`src/rtl/instr_mem_loader.sv`:
```
// instr_mem_loader
//   Receives a framed program image over an 8N1 UART line and writes it
//   word-by-word into instruction memory, holding the core in reset until
//   a frame with a good checksum has been loaded.
//   Frame: 0xA5, N (0 = 2^ADDR_WIDTH words), 4*N payload bytes (LE words),
//   XOR checksum of all payload bytes.
// Ports:
//   clk          system clock (rising edge)
//   ck_rst       asynchronous active-high reset
//   rx_i         UART receive line (asynchronous, idles high)
//   instr_we_o   one-cycle instruction-memory write strobe
//   instr_addr_o word address of the write (held until the next write)
//   instr_data_o write data (held until the next write)
//   core_reset_o high holds the core in reset
//   load_done_o  high after a successful load
//   load_error_o high after a failed frame, until the next sync byte
module instr_mem_loader #(
  parameter int CLKS_PER_BIT = 868,
  parameter int ADDR_WIDTH   = 8
) (
  input  logic                  clk,
  input  logic                  ck_rst,
  input  logic                  rx_i,
  output logic                  instr_we_o,
  output logic [ADDR_WIDTH-1:0] instr_addr_o,
  output logic [31:0]           instr_data_o,
  output logic                  core_reset_o,
  output logic                  load_done_o,
  output logic                  load_error_o
);

  localparam int CNT_W = $clog2(CLKS_PER_BIT);
  // Word counter must hold both any count byte and 2^ADDR_WIDTH.
  localparam int WC_W  = ((ADDR_WIDTH > 8) ? ADDR_WIDTH : 8) + 1;
  localparam logic [CNT_W-1:0] HALF_BIT = CNT_W'(CLKS_PER_BIT / 2 - 1);
  localparam logic [CNT_W-1:0] FULL_BIT = CNT_W'(CLKS_PER_BIT - 1);

  typedef enum logic [2:0] {
    RX_IDLE, RX_START, RX_DATA, RX_STOP, RX_WAIT_HIGH
  } rx_state_t;

  typedef enum logic [2:0] {
    LD_IDLE, LD_COUNT, LD_DATA, LD_CHECK, LD_DONE
  } ld_state_t;

  // ---------------- UART receiver ----------------
  rx_state_t        r_rx_state;
  logic             r_rx_meta, r_rx_sync, r_rx_prev;
  logic [CNT_W-1:0] r_bit_cnt;
  logic [2:0]       r_bit_idx;
  logic [7:0]       r_shift;
  logic             r_byte_valid;
  logic [7:0]       r_byte;
  logic             r_frame_err;

  always_ff @(posedge clk or posedge ck_rst) begin
    if (ck_rst) begin
      r_rx_meta    <= 1'b1;
      r_rx_sync    <= 1'b1;
      r_rx_prev    <= 1'b1;
      r_rx_state   <= RX_IDLE;
      r_bit_cnt    <= '0;
      r_bit_idx    <= '0;
      r_shift      <= '0;
      r_byte_valid <= 1'b0;
      r_byte       <= '0;
      r_frame_err  <= 1'b0;
    end else begin
      r_rx_meta    <= rx_i;
      r_rx_sync    <= r_rx_meta;
      r_rx_prev    <= r_rx_sync;
      r_byte_valid <= 1'b0;
      r_frame_err  <= 1'b0;
      case (r_rx_state)
        RX_IDLE: begin
          if (r_rx_prev && !r_rx_sync) begin
            r_bit_cnt  <= HALF_BIT;
            r_rx_state <= RX_START;
          end
        end
        RX_START: begin
          if (r_bit_cnt == '0) begin
            // Start bit must still be low at mid-bit, otherwise it was a glitch.
            if (!r_rx_sync) begin
              r_bit_cnt  <= FULL_BIT;
              r_bit_idx  <= '0;
              r_rx_state <= RX_DATA;
            end else begin
              r_rx_state <= RX_IDLE;
            end
          end else begin
            r_bit_cnt <= r_bit_cnt - 1'b1;
          end
        end
        RX_DATA: begin
          if (r_bit_cnt == '0) begin
            r_shift   <= {r_rx_sync, r_shift[7:1]};
            r_bit_cnt <= FULL_BIT;
            if (r_bit_idx == 3'd7) r_rx_state <= RX_STOP;
            else                   r_bit_idx  <= r_bit_idx + 1'b1;
          end else begin
            r_bit_cnt <= r_bit_cnt - 1'b1;
          end
        end
        RX_STOP: begin
          if (r_bit_cnt == '0) begin
            if (r_rx_sync) begin
              r_byte_valid <= 1'b1;
              r_byte       <= r_shift;
              r_rx_state   <= RX_IDLE;
            end else begin
              r_frame_err  <= 1'b1;
              r_rx_state   <= RX_WAIT_HIGH;
            end
          end else begin
            r_bit_cnt <= r_bit_cnt - 1'b1;
          end
        end
        RX_WAIT_HIGH: begin
          if (r_rx_sync) r_rx_state <= RX_IDLE;
        end
        default: r_rx_state <= RX_IDLE;
      endcase
    end
  end

  // ---------------- Loader FSM ----------------
  ld_state_t             r_ld_state;
  logic [ADDR_WIDTH-1:0] r_addr;
  logic [23:0]           r_asm;
  logic [1:0]            r_lane;
  logic [7:0]            r_csum;
  logic [WC_W-1:0]       r_words_left;

  always_ff @(posedge clk or posedge ck_rst) begin
    if (ck_rst) begin
      r_ld_state   <= LD_IDLE;
      instr_we_o   <= 1'b0;
      instr_addr_o <= '0;
      instr_data_o <= '0;
      core_reset_o <= 1'b1;
      load_done_o  <= 1'b0;
      load_error_o <= 1'b0;
      r_addr       <= '0;
      r_asm        <= '0;
      r_lane       <= '0;
      r_csum       <= '0;
      r_words_left <= '0;
    end else begin
      instr_we_o <= 1'b0;
      if (r_frame_err && (r_ld_state == LD_COUNT || r_ld_state == LD_DATA ||
                          r_ld_state == LD_CHECK)) begin
        load_error_o <= 1'b1;
        r_ld_state   <= LD_IDLE;
      end else if (r_byte_valid) begin
        case (r_ld_state)
          LD_IDLE, LD_DONE: begin
            if (r_byte == 8'hA5) begin
              load_error_o <= 1'b0;
              load_done_o  <= 1'b0;
              core_reset_o <= 1'b1;
              r_ld_state   <= LD_COUNT;
            end
          end
          LD_COUNT: begin
            r_words_left <= (r_byte == 8'h00) ? (WC_W'(1) << ADDR_WIDTH)
                                              : WC_W'(r_byte);
            r_addr       <= '0;
            r_csum       <= '0;
            r_lane       <= '0;
            r_ld_state   <= LD_DATA;
          end
          LD_DATA: begin
            r_csum <= r_csum ^ r_byte;
            r_lane <= r_lane + 1'b1;
            case (r_lane)
              2'd0: r_asm[7:0]   <= r_byte;
              2'd1: r_asm[15:8]  <= r_byte;
              2'd2: r_asm[23:16] <= r_byte;
              default: begin
                instr_we_o   <= 1'b1;
                instr_addr_o <= r_addr;
                instr_data_o <= {r_byte, r_asm};
                r_addr       <= r_addr + 1'b1;
                r_words_left <= r_words_left - 1'b1;
                if (r_words_left == WC_W'(1)) r_ld_state <= LD_CHECK;
              end
            endcase
          end
          LD_CHECK: begin
            if (r_byte == r_csum) begin
              load_done_o  <= 1'b1;
              core_reset_o <= 1'b0;
              r_ld_state   <= LD_DONE;
            end else begin
              load_error_o <= 1'b1;
              r_ld_state   <= LD_IDLE;
            end
          end
          default: r_ld_state <= LD_IDLE;
        endcase
      end
    end
  end

endmodule
```
`config.mk`:
```
export PLATFORM = sky130hd
export DESIGN_NAME = instr_mem_loader
export DESIGN_NICKNAME = d
export VERILOG_FILES = /design/src/rtl/instr_mem_loader.sv
export SDC_FILE = /design/constraint.sdc
export NUM_CORES = 1
export LEC_CHECK = 0
export CORE_MARGIN = 2
export CORE_UTILIZATION = 50
export DETAILED_ROUTE_END_ITERATION = 6
export PLACE_DENSITY = 0.67
export SYNTH_ARGS = -nofsm -noshare
export SYNTH_HDL_FRONTEND = slang
export SYNTH_SLANG_ARGS = --single-unit
```
`constraint.sdc`:
```
create_clock -name clk -period 7.25 [get_ports clk]
set_input_delay 0.725 -clock clk [delete_from_list [all_inputs] [get_ports clk]]
set_output_delay 0.725 -clock clk [all_outputs]
set_load 0.005 [all_outputs]
```
== Word level (Yosys, flattened, before mapping) ==
Index checks and enable logic that the tools add are counted.
Word-level totals
  flip-flop bits (word level): 135
  input bits: 3
Cells by class
  muxes and demuxes: 54
  reductions and logical operators: 32
  equal/unequal tests: 31
  bitwise operators: 3
  add/sub/neg operators: 5
Operator list (number)
  2-to-1 mux 3 bit: 17
  2-to-1 mux 10 bit: 5
  case mux 10 bit (4 select lines): 1
  case mux 8 bit (2 select lines): 2
  AND reduction 4 bit: 8
  inequality test 2 bit, second input constant: 11
  2-to-1 mux 9 bit: 2
  case mux 9 bit (2 select lines): 1
  2-to-1 mux 1 bit: 17
  case mux 3 bit (5 select lines): 1
  == test 3 x 2 -> 1 bit, second input constant: 4
  case mux 3 bit (4 select lines): 1
  logical NOT 10 bit: 1
  AND reduction 5 bit: 2
  subtractor 10 x 1 -> 10 bit, second input constant: 1
  == test 3 bit, second input constant: 3
  == test 9 x 1 -> 1 bit, second input constant: 1
  inequality test 3 bit, second input constant: 3
  subtractor 9 x 1 -> 9 bit, second input constant: 1
  adder 8 x 1 -> 8 bit, second input constant: 1
  == test 8 bit: 1
  == test 8 bit, second input constant: 1
  logical NOT 8 bit: 1
  2-to-1 mux 8 bit: 1
  other kinds (27): 38

== Depth between registers and ports, before layout ==
Gate-level depths: netlist of the first run.
  depth after elaboration: 6
  gate-level depth with buffers: 10

== Least setup slack after synthesis of the first run ==
Ideal clock, no wire load.
  path kind: reg-to-reg
  start: register r_bit_cnt[0]
  end: register r_shift[0]
  stages on the path, launching flop included: 7
  library setup time: 0.125 ns
  required time: 7.125 ns
  setup slack: 5.220 ns
  data arrival time: 1.906 ns
  buffers on the path: 0
  cells stage by stage: dfrtp_1 > inv_1 > ha_1 > or3b_2 > nor3_4 > nand2_2 > mux2_2
Between the ends
  word-level cells in the longest chain between the ends: 2
Ends and longest elaborated chain
  start, declared: line 49  | logic [CNT_W-1:0] r_bit_cnt;
  start signal, assigned: line 92  | r_bit_cnt <= r_bit_cnt - 1'b1;
  start signal, assigned: line 102  | r_bit_cnt <= r_bit_cnt - 1'b1;
  start signal, assigned: line 116  | r_bit_cnt <= r_bit_cnt - 1'b1;
  logical NOT 10 bit: line 96  | if (r_bit_cnt == '0) begin
  AND reduction 2 bit (no source line)
  end signal, assigned: line 97  | r_shift <= {r_rx_sync, r_shift[7:1]};
  end, declared: line 51  | logic [7:0] r_shift;
No other way between the ends.
A chain may end at the register's enable or synchronous reset.

== Worst setup path in the final report of the first run ==
  start: register r_ld_state[1]
  end: register instr_data_o[4]
Between the ends
  word-level cells in the longest chain between the ends: 6
  elaborated cells between the ends (all ways): 8
  classes of those cells: eq/ne (3); bitwise (1); reduce/logical (4)
Ends and longest elaborated chain
  start, declared: line 128  | ld_state_t r_ld_state;
  start signal, assigned: line 137  | r_ld_state <= LD_IDLE;
  start signal, assigned: line 154  | r_ld_state <= LD_IDLE;
  start signal, assigned: line 162  | r_ld_state <= LD_COUNT;
  == test 3 x 1 -> 1 bit / == test 3 x 2 -> 1 bit (equally long branches): line 151, 156
  logical OR 1 bit (2 in series): line 151  | if (r_frame_err && (r_ld_state == LD_COUNT || r_ld_state == LD_DATA ||
  logical AND 1 bit: line 151
  inverter 1 bit (no source line)
  AND reduction 4 bit (no source line) *
  end signal, assigned: line 183  | instr_data_o <= {r_byte, r_asm};
  end, declared: line 26  | output logic [31:0] instr_data_o,
Every way passes the cells marked *; elsewhere a longest branch is shown, timed or not.

==> results of run 1 <==
## cell usage after synthesis (4+ instances only)
master / count
buf_2: 12
inv_1: 15
a21oi_1: 22
nor3_1: 4
nand3_1: 5
o31ai_1: 5
nor2_1: 32
dfrtp_1: 131
nand4_1: 5
o21ai_0: 44
or3_1: 5
xnor2_1: 10
dfstp_2: 4
mux2_2: 66
nor4_1: 6
ha_1: 10
clkbuf_1: 13
a22o_1: 4
nand2_1: 88
## registers in the layout, summed over array words and instances, names as in the netlist, 3 cells and up
name and count:
instr_addr_o 8, instr_data_o 32, r_addr 8, r_asm 24
r_bit_cnt 10, r_bit_idx 3, r_byte 8, r_csum 8
r_ld_state 3, r_rx_state 3, r_shift 8, r_words_left 9
## through the flow
stage | area [sq um] | hold slack [ps] | cells
6_report | 7290 | 355 | 750
5_1_grt | 7290 | 364 | 750
4_1_cts | 7290 | 355 | 750
3_5_place_dp | 6610 | 347 | 718
3_3_place_gp | 6610 | 347 | 718
2_1_floorplan | 6070 | 345 | 551
## routing by layer
metal	vias to the layer above	share of wire (%)	global-route usage (%)	wire, um
met4	0	1.4	8.46	179
met1	2136	44	25.8	5480
met2	103	50	33.9	6220
met3	17	3.9	5.88	480
li1	2015	-	-	-
met5	-	0	0	0
## critical path: cells and delay by family (launching register included)
kind	cells	cell delay, ps
buf+inv	1	1030
flops	1	510
mux	1	420
simple gates	3	1520
## how the worst max path moves through the flow
stage / end / slack (ps) / from
final: instr_data_o[4] / 3630 / r_ld_state[1]
after global routing: instr_data_o[4] / 3210 / r_ld_state[1]
after CTS: instr_data_o[4] / 3570 / r_ld_state[1]
after detailed placement: instr_data_o[10] / 3580 / r_ld_state[1]
after global placement: instr_data_o[3] / 3700 / r_ld_state[1]
after floorplan: instr_addr_o[0] / 2920 / ck_rst
## power by group through the flow
stage	registers, uW	logic, uW	clock network, uW
6_report	825	122	977
3_5_place_dp	837	123	0
5_1_grt	830	139	1030
2_1_floorplan	823	106	0
3_3_place_gp	835	118	0
4_1_cts	824	124	996
## layout make-up
class	count	share of cell area, %
Timing Repair Buffer	47	6.42
Multi-Input combinational cell	374	34.5
Clock buffer	18	5.89
Inverter	15	0.807
Clock inverter	14	3.40
Sequential cell	135	46.4
Tap cell	147	2.52
## cell families (layout without fill, tap and decap cells)
logic type / count (synthesis) / in the layout / synth area share (%)
buffers and inverters: 42 / 94 / 2.88
adders and majority gates: 10 / 10 / 2.06
DFF: 135 / 135 / 55.7
muxes: 67 / 67 / 12.4
AOI/OAI and AO/OA: 110 / 110 / 11.3
xor gates and xnor gates: 12 / 12 / 1.73
and+or+nand+nor: 175 / 175 / 14.0
==> reports/metrics.yaml, run 1 <==
status: "finished clean"
synth.distinct_cells: 66
fmax_mhz: 276
synth_ff_type: "dfrtp_1"
clkPwrFrac_pct: 50.8
n_fill_cell: 972
numClockSinks: 135
cap_violations: 0
ant_nets: 0
syn_avg_cell_area_sq_um: 11.0
start_util_pct: 51.0
die_w_um: 114
comb_power_share_pct: 6.3
seq_area_sq_um: 3380
layout_worst_path_cycle_share_pct: 50.0
synth_top_area_cell: "dfrtp_1"
peakVddDrop_v: 0.000218
regToRegEndpoint: "instr_data_o[4]"
htreeDepth: 4
grt_start_max_net_pins: 86
tns_ps: 0
die_y_um: 114
pre_cts_slack_ps: 3580
final_util_pct: 61.2
finalWeightedCongestion: 0.829
cpPeakStageDelay_ps: 1030
tightest_slew_ps: 1250
syn_nets: 564
firstDrtPassIters: 7
worstRegToRegCells: 5
final_common_cell: "dfrtp_1"
synth.ff_latch_count: 135
swShare_pct: 22.8
r2r_start: "r_ld_state[1]"
holdPathStages: 0
drtIter0Drc: 242
grt_pass1_vias: 4332
ios: 47
worstSetupPathType: "register to register"
synthArstFlopShare_pct: 100
path_clk_slew_ps: 60
cp_data_arrival_time_ps: 3920
clockBufferDepth: 2
rsz0062_at_grt: "false"
critPathSlowestCell: "inv_1"
power.leakage_uw: 0.00346
syn_inst: 551
dpl.hpwl_um: 8120
min-delay-start: "r_rx_meta"
p_seq_share_pct: 42.9
port_buffers: 46
yosys_warnings: 0
setup_viol: 0
layout_setup_ws_ps: 3630
drive_gt1_share_pct: 18.9
hold_class: "register to register"
pwr_density_cell_nw_per_um2: 264
syn_area_sq_um: 6070
rows: 40
final_cell_mix: "dfrtp_1 (131), nand2_1 (88), mux2_2 (66)"
synth_top_cell_area_share_pct: 54.0
synth_enable_flop_cells: 0
routed_wl_um: 12400
insertedDiodeCount: 0
rrSetupSlack_ps: 3630
antenna_found_initial: 0
clk_latency_ps: 420
post_drt_wl_per_cell_um: 16.5
period_needed_ps: 3620
nets: 603
worstPathRequired_ps: 7550
via_per_inst: 5.69
ctsResizeCount: 0
slew_headroom_pct: 16.0
final_hold_viol_count: 0
min_to: "r_rx_sync"
drcViolationCount: 0
vias: 4271
syn_to_final_growth_pct: 20.0
maxSlewViolCount: 0
dieArea_sq_um: 13000
holdBufCountCts: 0
cts_buffers: 17
path_cells: "nor2b_1 > and2_1 > nand2_1 > inv_1 > mux2_2"
net-switching-power_uw: 439
grt_pass1_wl_um: 20900
cts_tree: "built"
p_total_uw: 1920
ctsRootBufferMaster: "clkbuf_16"
cts_setup_buffers: 0
finClkSkew_ps: 7.72
crit_path_end_kind: "register"
yosysSeqAreaShare_pct: 55.7
cp_max_fo: 29
synth.area.top_cells: "dfrtp_1 (54%), mux2_2 (12%), nand2_1 (5.4%)"
startpoint_type: "register"
gr-total-overflow: 0
intPower_uw: 1490
multi_input_area_sq_um: 2520
grtUsageTotal_pct: 20.7
core_area_sq_um: 11900
(Power assumes the default switching activity.)
==> run 2, diff against run 1 <==
--- a/config.mk
+++ b/config.mk
@@ -8,7 +8,7 @@
 export CORE_MARGIN = 2
 export CORE_UTILIZATION = 50
 export DETAILED_ROUTE_END_ITERATION = 6
-export PLACE_DENSITY = 0.67
+export PLACE_DENSITY = 0.7
 export SYNTH_ARGS = -nofsm -noshare
 export SYNTH_HDL_FRONTEND = slang
 export SYNTH_SLANG_ARGS = --single-unit
==> constraint.sdc (replaced) <==
create_clock -name clk -period 3.28 [get_ports clk]
set_input_delay 0.328 -clock clk [delete_from_list [all_inputs] [get_ports clk]]
set_output_delay 0.328 -clock clk [all_outputs]
set_load 0.005 [all_outputs]
==> reports/metrics.yaml, run 2 (same netlist as run 1, synthesis figures left out) <==
status: "finished clean"
tns_ps: 0  # unchanged
core_area_sq_um: 11900  # unchanged
drtIter0Drc: 344  # +42%
critPathSlowestCell: "inv_1"
routed_wl_um: 12500  # +1.3%
tightest_slew_ps: 735  # -511 ps
start_util_pct: 51.0  # unchanged
ios: 47  # unchanged
p_total_uw: 4240  # +120%
grt_pass1_wl_um: 21200  # +1.4%
cap_violations: 0  # unchanged
nets: 608  # +0.83%
cts_tree: "built"
vias: 4253  # -0.42%
cp_data_arrival_time_ps: 2810  # -1110 ps
port_buffers: 46  # unchanged
cts_setup_buffers: 0  # unchanged
holdBufCountCts: 0  # unchanged
path_cells: "nor2b_1 > and2_1 > nand2_1 > inv_1 > mux2_2"
startpoint_type: "register"
die_w_um: 114  # unchanged
critPathBufInv: 1  # unchanged
period_needed_ps: 2500  # -1120 ps
via_per_inst: 5.63  # -1.1%
ctsResizeCount: 0  # unchanged
rows: 40  # unchanged
grtUsageTotal_pct: 21.0  # +0.36 points
die_y_um: 114  # unchanged
final_util_pct: 61.7  # +0.50 points
final_cell_mix: "dfrtp_1 (131), nand2_1 (88), mux2_2 (66)"
cp_max_fo: 17  # -41%
htreeDepth: 4  # unchanged
syn_to_final_growth_pct: 20.9
firstDrtPassIters: 4  # -3
insertedDiodeCount: 0  # unchanged
reg_top3: "instr_data_o x32, r_asm x24, r_bit_cnt x10"
drive_gt1_share_pct: 19.6  # +0.67 points
rsz0062_at_grt: "false"
crit_family: "simple AND/OR/NAND/NOR gates"
final_common_cell: "dfrtp_1"
gr-total-overflow: 0  # unchanged
drcViolationCount: 0  # unchanged
grt_pass1_vias: 4371  # +0.90%
hold_class: "primary input to register"
maxSlewViolCount: 0  # unchanged
ctsRootBufferMaster: "clkbuf_16"
worstSetupPathType: "register to register"
post_drt_wl_per_cell_um: 16.6  # +0.67%
dieArea_sq_um: 13000  # unchanged
cpPeakStageDelay_ps: 540  # -490 ps
cp-startpoint: "r_ld_state[1]"
setup_viol: 0  # unchanged
cts_buffers: 17  # unchanged
regMostFlops: "instr_data_o"
pwr_density_cell_nw_per_um2: 578  # +120%
hold_slack_ps: 317  # -38.2 ps
path_clk_slew_ps: 60  # about the same
r2r_start: "r_ld_state[1]"
finalWeightedCongestion: 0.860  # +3.8%
dpl.hpwl_um: 8200  # +1.1%
clockBufferDepth: 2  # unchanged
largest_reg_flops: 32  # unchanged
peakVddDrop_v: 0.000427  # +96%
final_hold_viol_count: 0  # unchanged
clk_latency_ps: 420  # about the same
worstPathRequired_ps: 3580  # -3970 ps
power.leakage_uw: 0.00350  # +1.2%
fmax_mhz: 399  # +45%
crit_path_end_kind: "register"
ant_nets: 0  # unchanged
finClkSkew_ps: 5.08  # -2.64 ps
numClockSinks: 135  # unchanged
antenna_found_initial: 0  # unchanged
grt_start_max_net_pins: 55  # -36%
min-delay-start: "rx_i"
slew_headroom_pct: 50.9  # +35 points
layout_worst_path_cycle_share_pct: 76.4  # +26 points
-- run 2: changes by cell type in the layout (fill, tap and decap cells not counted) --
cell	delta
clkinv_2	+1
clkinv_4	-1
buf_12	+2
bufinv_16	-1
inv_6	+1
inv_4	-1
inv_8	-1
clkinvlp_4	-2
buf_4	+3
clkbuf_8	+4
-- run 2: layout make-up --
class	instances	area [sq um]
well taps	147	184
fillers	922	4560
repair buffers	52	531
clock buffers	22	484
flip-flops and latches	135	3380
multi-input cells	374	2520
clock inverters	10	189
inverters	15	60.1
-- run 2: report_power, final --
group          internal (uW)  total, uW  switching, uW
Clock                   1430       2140            709
Combinational            120        275            155
Sequential              1730       1830           90.6
-- run 2: worst register-to-register path, delay by kind of cell (launching register included) --
family / cells / cell delay [ps]
AND/OR/NAND/NOR: 3 / 890
buffers and inverters: 1 / 540
flip-flops: 1 / 520
multiplexers: 1 / 430
-- run 2: final timing paths --
| check | end | slack [ps] | depth (start not counted) |
|---|---|---|---|
| max | instr_data_o[1] | 780 | 5 |
| min | r_rx_meta | 320 | 1 |
| max reg2reg | instr_data_o[1] | 780 | 5 |
| min reg2reg | r_rx_sync | 360 | 0 |
| max in group asynchronous | core_reset_o | 2190 | 3 |
| min in group asynchronous | r_asm[5] | 370 | 2 |
-- run 2: metal layers --
layer | wire length, um | share of wire, % | track usage [%]
met3 | 571 | 4.6 | 5.82
met2 | 6290 | 50 | 34.4
met4 | 206 | 1.6 | 8.13
met5 | 0 | 0 | 0
met1 | 5450 | 44 | 26.7
-- run 2: metrics by stage --
step                instance area [sq um]  cells  setup slack, ps
CTS                                  7350    755              801
floorplan                            6080    551             1250
detailed placement                   6670    723              827
global placement                     6670    723              920
global route                         7350    755              431
finish                               7350    755              775
